## src/rtl/seq_mult_unit_pkg.sv

```systemverilog
// seq_mult_unit_pkg
//   Shared encodings and default sizes for the iterative shift-add multiplier.
//   mul_state_e : IDLE / CALC / DONE controller states (2-bit encoding)
//   MUL_WORD_LEN: default operand width
//   MUL_CNT_W   : default iteration counter width (2**MUL_CNT_W > MUL_WORD_LEN)
package seq_mult_unit_pkg;

   localparam int MUL_WORD_LEN = 32;
   localparam int MUL_CNT_W    = 6;

   typedef enum logic [1:0] {
      MUL_IDLE = 2'd0,
      MUL_CALC = 2'd1,
      MUL_DONE = 2'd2
   } mul_state_e;

endpackage

```

## src/rtl/seq_mult_unit.sv

```systemverilog
// seq_mult_unit
//   Iterative radix-2 shift-add multiplier for the EXE stage. One multiplier bit
//   is consumed per clock; the 2*WORD_LEN product is written to hi/lo on the
//   edge that enters DONE. Stall freezes IF/ID while a multiply is in flight.
// Ports
//   clk_i        rising-edge clock
//   rst_ni       asynchronous reset, active low
//   start_i      multiply request (ignored while calculating)
//   is_signed_i  1 = two's-complement operands
//   flush_i      synchronous abort back to IDLE, beats start and completion
//   op_a_i       multiplicand
//   op_b_i       multiplier
//   busy_o       registered, high while calculating
//   stall_o      combinational freeze request
//   done_o       registered one-cycle result-valid pulse
//   hi_o, lo_o   product halves, held until the next completion
module seq_mult_unit
   import seq_mult_unit_pkg::*;
#(
   parameter int WORD_LEN = MUL_WORD_LEN,
   parameter int CNT_W    = MUL_CNT_W
) (
   input  logic                clk_i,
   input  logic                rst_ni,
   input  logic                start_i,
   input  logic                is_signed_i,
   input  logic                flush_i,
   input  logic [WORD_LEN-1:0] op_a_i,
   input  logic [WORD_LEN-1:0] op_b_i,
   output logic                busy_o,
   output logic                stall_o,
   output logic                done_o,
   output logic [WORD_LEN-1:0] hi_o,
   output logic [WORD_LEN-1:0] lo_o
);

   mul_state_e            state_q;
   logic [WORD_LEN-1:0]   mcand_q, mplier_q, acc_q;
   logic                  neg_q;
   logic [CNT_W-1:0]      cnt_q;
   logic                  busy_q, done_q;
   logic [WORD_LEN-1:0]   hi_q, lo_q;

   logic [WORD_LEN:0]     sum;
   logic [WORD_LEN-1:0]   acc_d, mplier_d;
   logic [2*WORD_LEN-1:0] prod, res;
   logic [WORD_LEN-1:0]   mag_a, mag_b;
   logic                  neg_d, last;

   // One shift-add step. The carry out of the add becomes the new acc MSB,
   // and the bit shifted out of acc becomes the new mplier MSB, so the low
   // product bits accumulate in the multiplier register as it drains.
   always_comb begin
      sum      = {1'b0, acc_q} + (mplier_q[0] ? {1'b0, mcand_q} : '0);
      acc_d    = sum[WORD_LEN:1];
      mplier_d = {sum[0], mplier_q[WORD_LEN-1:1]};
      prod     = {acc_d, mplier_d};
      res      = neg_q ? -prod : prod;
      last     = (cnt_q == CNT_W'(WORD_LEN-1));
   end

   // Magnitudes stay WORD_LEN-bit unsigned: |-2**(W-1)| = 2**(W-1) still fits.
   always_comb begin
      mag_a = (is_signed_i & op_a_i[WORD_LEN-1]) ? -op_a_i : op_a_i;
      mag_b = (is_signed_i & op_b_i[WORD_LEN-1]) ? -op_b_i : op_b_i;
      neg_d = is_signed_i & (op_a_i[WORD_LEN-1] ^ op_b_i[WORD_LEN-1]);
   end

   always_ff @(posedge clk_i or negedge rst_ni) begin
      if (!rst_ni) begin
         state_q  <= MUL_IDLE;
         mcand_q  <= '0;
         mplier_q <= '0;
         acc_q    <= '0;
         neg_q    <= 1'b0;
         cnt_q    <= '0;
         busy_q   <= 1'b0;
         done_q   <= 1'b0;
         hi_q     <= '0;
         lo_q     <= '0;
      end else if (flush_i) begin
         state_q <= MUL_IDLE;
         busy_q  <= 1'b0;
         done_q  <= 1'b0;
      end else begin
         case (state_q)
            MUL_CALC: begin
               acc_q    <= acc_d;
               mplier_q <= mplier_d;
               cnt_q    <= cnt_q + CNT_W'(1);
               if (last) begin
                  {hi_q, lo_q} <= res;
                  state_q      <= MUL_DONE;
                  busy_q       <= 1'b0;
                  done_q       <= 1'b1;
               end
            end
            default: begin
               // IDLE and DONE both accept a new request.
               done_q <= 1'b0;
               if (start_i) begin
                  mcand_q  <= mag_a;
                  mplier_q <= mag_b;
                  neg_q    <= neg_d;
                  acc_q    <= '0;
                  cnt_q    <= '0;
                  state_q  <= MUL_CALC;
                  busy_q   <= 1'b1;
               end else begin
                  state_q <= MUL_IDLE;
                  busy_q  <= 1'b0;
               end
            end
         endcase
      end
   end

   // Raised in the accept cycle too, so the pipeline cannot advance past it.
   assign stall_o = (start_i & (state_q != MUL_CALC)) | (state_q == MUL_CALC);
   assign busy_o  = busy_q;
   assign done_o  = done_q;
   assign hi_o    = hi_q;
   assign lo_o    = lo_q;

endmodule

```

## config.mk

```make
export PLATFORM = sky130hd
export DESIGN_NAME = seq_mult_unit
export DESIGN_NICKNAME = d
export VERILOG_FILES = /design/src/rtl/seq_mult_unit_pkg.sv /design/src/rtl/seq_mult_unit.sv
export SDC_FILE = /design/constraint.sdc
export NUM_CORES = 1
export LEC_CHECK = 0
export ABC_AREA = 1
export BUFFER_PORTS_ARGS = -buffer_cell sky130_fd_sc_hd__buf_2
export CORE_MARGIN = 1.5
export CORE_UTILIZATION = 38
export DETAILED_ROUTE_END_ITERATION = 10
export PLACE_DENSITY = 0.56
export SYNTH_ARGS = -nofsm -noshare
export SYNTH_HDL_FRONTEND = slang
export SYNTH_SLANG_ARGS = --single-unit
```

## constraint.sdc

```tcl
create_clock -name clk_i -period 6.5 [get_ports clk_i]
set_input_delay 0.65 -clock clk_i [delete_from_list [all_inputs] [get_ports clk_i]]
set_output_delay 0.65 -clock clk_i [all_outputs]
set_load 0.03 [all_outputs]
```

## Word level (Yosys, flattened, before mapping)

Index checks and enable logic that the tools add are counted.

- Add/sub/neg operators: 5
- Equality and inequality tests: 4
- Mux-type cells: 21
- Bitwise operators: 8
- Reductions and logical operators: 4

Operators by type and width:

| operator | count |
|---|---|
| two-way mux 32 bit | 7 |
| two-way mux 64 bit | 1 |
| negation 32 bit | 2 |
| negation 64 bit | 1 |
| adder 32 x 32 -> 33 bit | 1 |
| two-way mux 6 bit | 2 |
| two-way mux 1 bit | 8 |
| adder 6 x 1 -> 6 bit, second input constant | 1 |
| == test 6 x 5 -> 1 bit, second input constant | 1 |
| two-way mux 2 bit | 3 |
| AND reduction 3 bit | 2 |
| AND 1 bit | 4 |
| != test 3 bit, second input constant | 1 |
| == test 2 x 1 -> 1 bit, second input constant | 1 |
| != test 2 x 1 -> 1 bit, second input constant | 1 |
| NOT 1 bit | 2 |
| AND reduction 2 bit | 1 |
| nonzero test 2 bit | 1 |
| bitwise OR 1 bit | 1 |
| bitwise XOR 1 bit | 1 |

- Bits in registers: 171
- Input bits: 69

## Depth between registers and ports, before layout

- Depth in word-level cells: 4
- Mapped depth: 26
- Gate-level depth less buffers: 23

## Worst setup path before layout

Ideal clock, no wire load.

- Path type: register to register
- Start: register mplier_q[0]
- End: register hi_q[29], in the netlist hi_o[29]
- Library setup time: 117 ps
- Arrival: 2,750 ps
- Data required time: 6,383 ps
- Path slack: 3,633 ps
- Stages on the path, launching flop included: 17
- Buffers on the path: 2
- Cells stage by stage: dfrtp_1 > clkbuf_1 > clkbuf_1 > nand2_1 > inv_1 > ha_1 > fa_1 > nor4_1 > nand3_1 > nor2_2 > nand3_2 > nor2_2 > nand3_1 > nand2_1 > nand3_1 > nand3_1 > nand2_1

- Longest elaborated chain between the ends: 4

RTL lines:

| item | RTL line | source |
|---|---|---|
| from (decl) | seq_mult_unit.sv:38 | `logic [WORD_LEN-1:0] mcand_q, mplier_q, acc_q;` |
| from (signal assigned) | seq_mult_unit.sv:89 | `mplier_q <= mplier_d;` |
| from (signal assigned) | seq_mult_unit.sv:103 | `mplier_q <= mag_b;` |
| two-way mux 32 bit (*) | seq_mult_unit.sv:54 | `sum = {1'b0, acc_q} + (mplier_q[0] ? {1'b0, mcand_q} : '0);` |
| adder 32 x 32 -> 33 bit (*) | seq_mult_unit.sv:54 |  |
| negation 64 bit | seq_mult_unit.sv:58 | `res = neg_q ? -prod : prod;` |
| two-way mux 64 bit (*) | seq_mult_unit.sv:58 |  |
| to (signal assigned) | seq_mult_unit.sv:92 | `{hi_q, lo_q} <= res;` |
| to (decl) | seq_mult_unit.sv:42 | `logic [WORD_LEN-1:0] hi_q, lo_q;` |

Every way passes the cells marked *; elsewhere a longest branch is shown, timed or not.
A chain may end at the register's enable or synchronous reset.

## Final worst setup path

Ends and elaborated chain as after synthesis.

==> flow_metrics.tcl <==
set metrics [dict create \
    status "completed" \
    initial_core_util_pct 38.8 \
    synth_edf_count 0 \
    arrival_ps 3840 \
    diodes 0 \
    place_inst 2455 \
    whs_ps 145 \
    htree_num_levels 4 \
    routedWlPerCell_um 16.0 \
    ir_drop_v 0.000201 \
    drt_iter0_markers 919 \
    clock_path_buffers 2 \
    clock_latency_ps 440 \
    path_max_fanout 33 \
    yosysSeqAreaShare_pct 33.3 \
    cts_tree "built" \
    path_clk_slew_ps 80 \
    coreArea_um2 32700 \
    syn_to_final_growth_pct 13.2 \
    drv_cap 0 \
    dr.pass1.iters 5 \
    yosys.area.top_type "dfrtp_1" \
    synth_top_family_by_area "simple AND/OR/NAND/NOR gates" \
    cp-end-kind "flop" \
    yosys.cell_types.count 52 \
    power.density_nw_per_um2 306 \
    power.leakage_nw 7.64 \
    top_usage_layer "met2" \
    ys_warn_count 0 \
    worst-path-stages 14 \
    finalClockSkew_ps 20.3 \
    synth-simple-area-share_pct 35.0 \
    crit_path_start "mplier_q[0]" \
    muxShareOfSynthArea_pct 0.0887 \
    die_h_um 186 \
    post_cts_buffers 0 \
    final_layout_size_suffix_gt1_share_pct 14.3 \
    die_area_um2 34500 \
    startpoint_type "flop" \
    netlist_area_um2 12700 \
    crit_slowest_cell "dfrtp_1" \
    place_congestion 0.922 \
    fmaxAchievable_ghz 0.284 \
    reg2reg_setup_slack_ps 2970 \
    required_ps 6820 \
    fin_nets 2138 \
    track_usage_pct 24.0 \
    die_x_um 186 \
    r2r-start "mplier_q[0]" \
    io_buffers 135 \
    crit_top_cell "nand3_1" \
    synth-compound-area-share_pct 12.6 \
    grt_pass1_vias 11639 \
    r2r_cells 14 \
    ant_nets 0 \
    path_class "flop to flop" \
    synth_area_leaders "dfrtp_1 (33%), nand2_1 (18%), inv_1 (7.5%), o21ai_0 (7.2%), nor2_1 (4.6%)" \
    synth-xor-area-share_pct 5.59 \
    final.period_utilization_pct 54.2 \
    syn_inst 1924 \
    setup_viol 0 \
    routed_wl_um 39800 \
    synth_nets 2030 \
    preCtsSetupSlack_ps 3000 \
    met3_usage_pct 3.05 \
    postLayoutSetupSlackWorst_ps 2970 \
    final_hold_viol_count 0 \
    ys_async_sr_fraction_pct 100 \
    grt_use_met1_pct 34.9 \
    io_pins 136 \
    rsz0062_at_grt "false" \
    grt_overflow 0 \
    ctsResizeCount 0 \
    grt_start_max_net_pins 93 \
    drc_errors 0 \
    via_per_inst 5.00 \
    vias 12436 \
    met2_usage_pct 36.7 \
    fin_cells 2487 \
    cpPeakStageDelay_ps 960 \
    crit_buf_inv 1 \
    layout_min_cycle_time_ps 3530 \
    numClockSinks 169 \
    tightest_slew_ps 949 \
    synth_top_area_share_pct 33.3 \
    crit_chain "nand2_1, inv_1, ha_1, fa_1, nor4_1, nand3_1, nor2_2, nand3_2, nor2_2, nand3_1, nand2_1, nand3_1, nand3_1, nand2_1" \
    ys_seq_elements 169 \
    grt_antenna_before_repair 0 \
    relSlewSlack_pct 36.7 \
    fillers 3495 \
    report.final.slew_viol_count 0 \
    synthAdderAreaFrac_pct 3.71 \
    dp_hpwl_um 31400 \
    cts_hold_buf 0 \
    worst_path_dominant_cell_family "simple AND/OR/NAND/NOR gates" \
    rows 66 \
    synth.avg_cell_area_um2 6.60 \
    synth_flop_cell "dfrtp_1" \
    grt_pass1_wl_um 63500 \
    hp-class "input port to asynchronous set/reset pin" \
    cts_buffers 17 \
    clock_tree.root_cell "clkbuf_16" \
    finalSetupTns_ps 0 \
]
==> placed cells by master (no fill, tap or decap), drive strengths merged, types with 2 or more instances in the layout <==
master / n
o211ai: 17
xor2: 64
buf: 145
nor4: 7
nor2: 185
or2: 5
and2: 4
o31ai: 8
nand3b: 10
clkinvlp: 3
o21ai: 196
a21oi: 62
nand2: 651
inv: 269
clkinv: 9
nand4: 27
ha: 36
dfrtp: 169
xnor2: 17
nand3: 97
a41oi: 2
o22ai: 3
clkbuf: 17
a31oi: 3
nor3: 26
and3: 2
==> area by class of cell <==
type                       count  area, um^2  area share (%)
tap                          442         553            3.85
clock inverter                15         160            1.11
inverter                     267        1000            6.99
sequential                   169        4230            29.4
clock buffer                  17         425            2.96
multi-input combinational   1432        7230            50.4
timing repair buffer         145         757            5.27
==> synthesized netlist by cell type, types with 2 or more instances <==
master	instances
nand2_1	602
or2_2	3
xnor2_1	17
a41oi_1	2
nand3_1	85
nor2_2	28
clkinv_2	2
clkinv_1	3
nor4_1	7
a31oi_1	3
inv_1	253
clkbuf_1	50
nand4_1	27
inv_2	9
and3_1	2
nand2_4	3
nand3_2	12
o211ai_1	17
nor2_4	2
and2_1	4
o31ai_1	8
nand3b_1	9
ha_1	36
buf_1	3
o22ai_1	3
nor3_1	20
xor2_1	64
nand2_2	46
nor2_1	155
dfrtp_1	169
nor3_2	5
a21oi_1	61
o21ai_0	183
o21ai_1	13
==> final timing paths <==
path | endpoint
max | hi_o[29]
min | acc_q[18]
max reg2reg | hi_o[29]
min reg2reg | lo_o[7]
max in group asynchronous | mplier_q[17]
min in group clk_i | lo_o[7]
==> registers in the layout (all words and copies together), names as in the netlist <==
| signal | cells |
|---|---|
| mplier_q | 32 |
| hi_o | 32 |
| neg_q | 1 |
| cnt_q | 6 |
| mcand_q | 32 |
| acc_q | 32 |
| lo_o | 32 |
| state_q | 2 |
==> report_power, final <==
part	leakage, nW	total, mW	internal (mW)	switching [mW]
logic	5.25	1.99	0.619	1.37
clock network	0.279	1.04	0.544	0.493
registers	2.12	1.37	1.22	0.156
total	7.64	4.40	2.38	2.02
==> per-layer routing <==
metal,vias up,part of all wire (%),wire length [um]
li1,6330,-,-
met1,5715,49,19600
met5,-,0,0
met2,341,43,17200
met3,50,5.1,2040
met4,0,2.6,1050
==> cells by family after synthesis <==
| kind of cell | Yosys count |
|---|---|
| xor gates and xnor gates | 81 |
| AOI/OAI and AO/OA | 298 |
| muxes | 1 |
| buffers and inverters | 323 |
| and+or+nand+nor | 1015 |
| DFF | 169 |
| adders and majority gates | 37 |
==> through the flow <==
step | utilization (%) | cell area, um^2 | total power, mW
final | 43.9 | 14400 | 4.40
after detailed placement | 42.1 | 13800 | 3.37
after floorplan | - | 12700 | 2.76
after global routing | 43.9 | 14400 | 4.75
after global placement | 42.1 | 13800 | 3.35
after CTS | 43.9 | 14400 | 4.43
==> worst reg2reg max path: cells and delay by family (launching register included) <==
family	cells	cell delay, ps
DFF	1	960
adders and majority gates	2	690
buffers and inverters	1	90
and+or+nand+nor	11	1670
(Power assumes the default switching activity.)
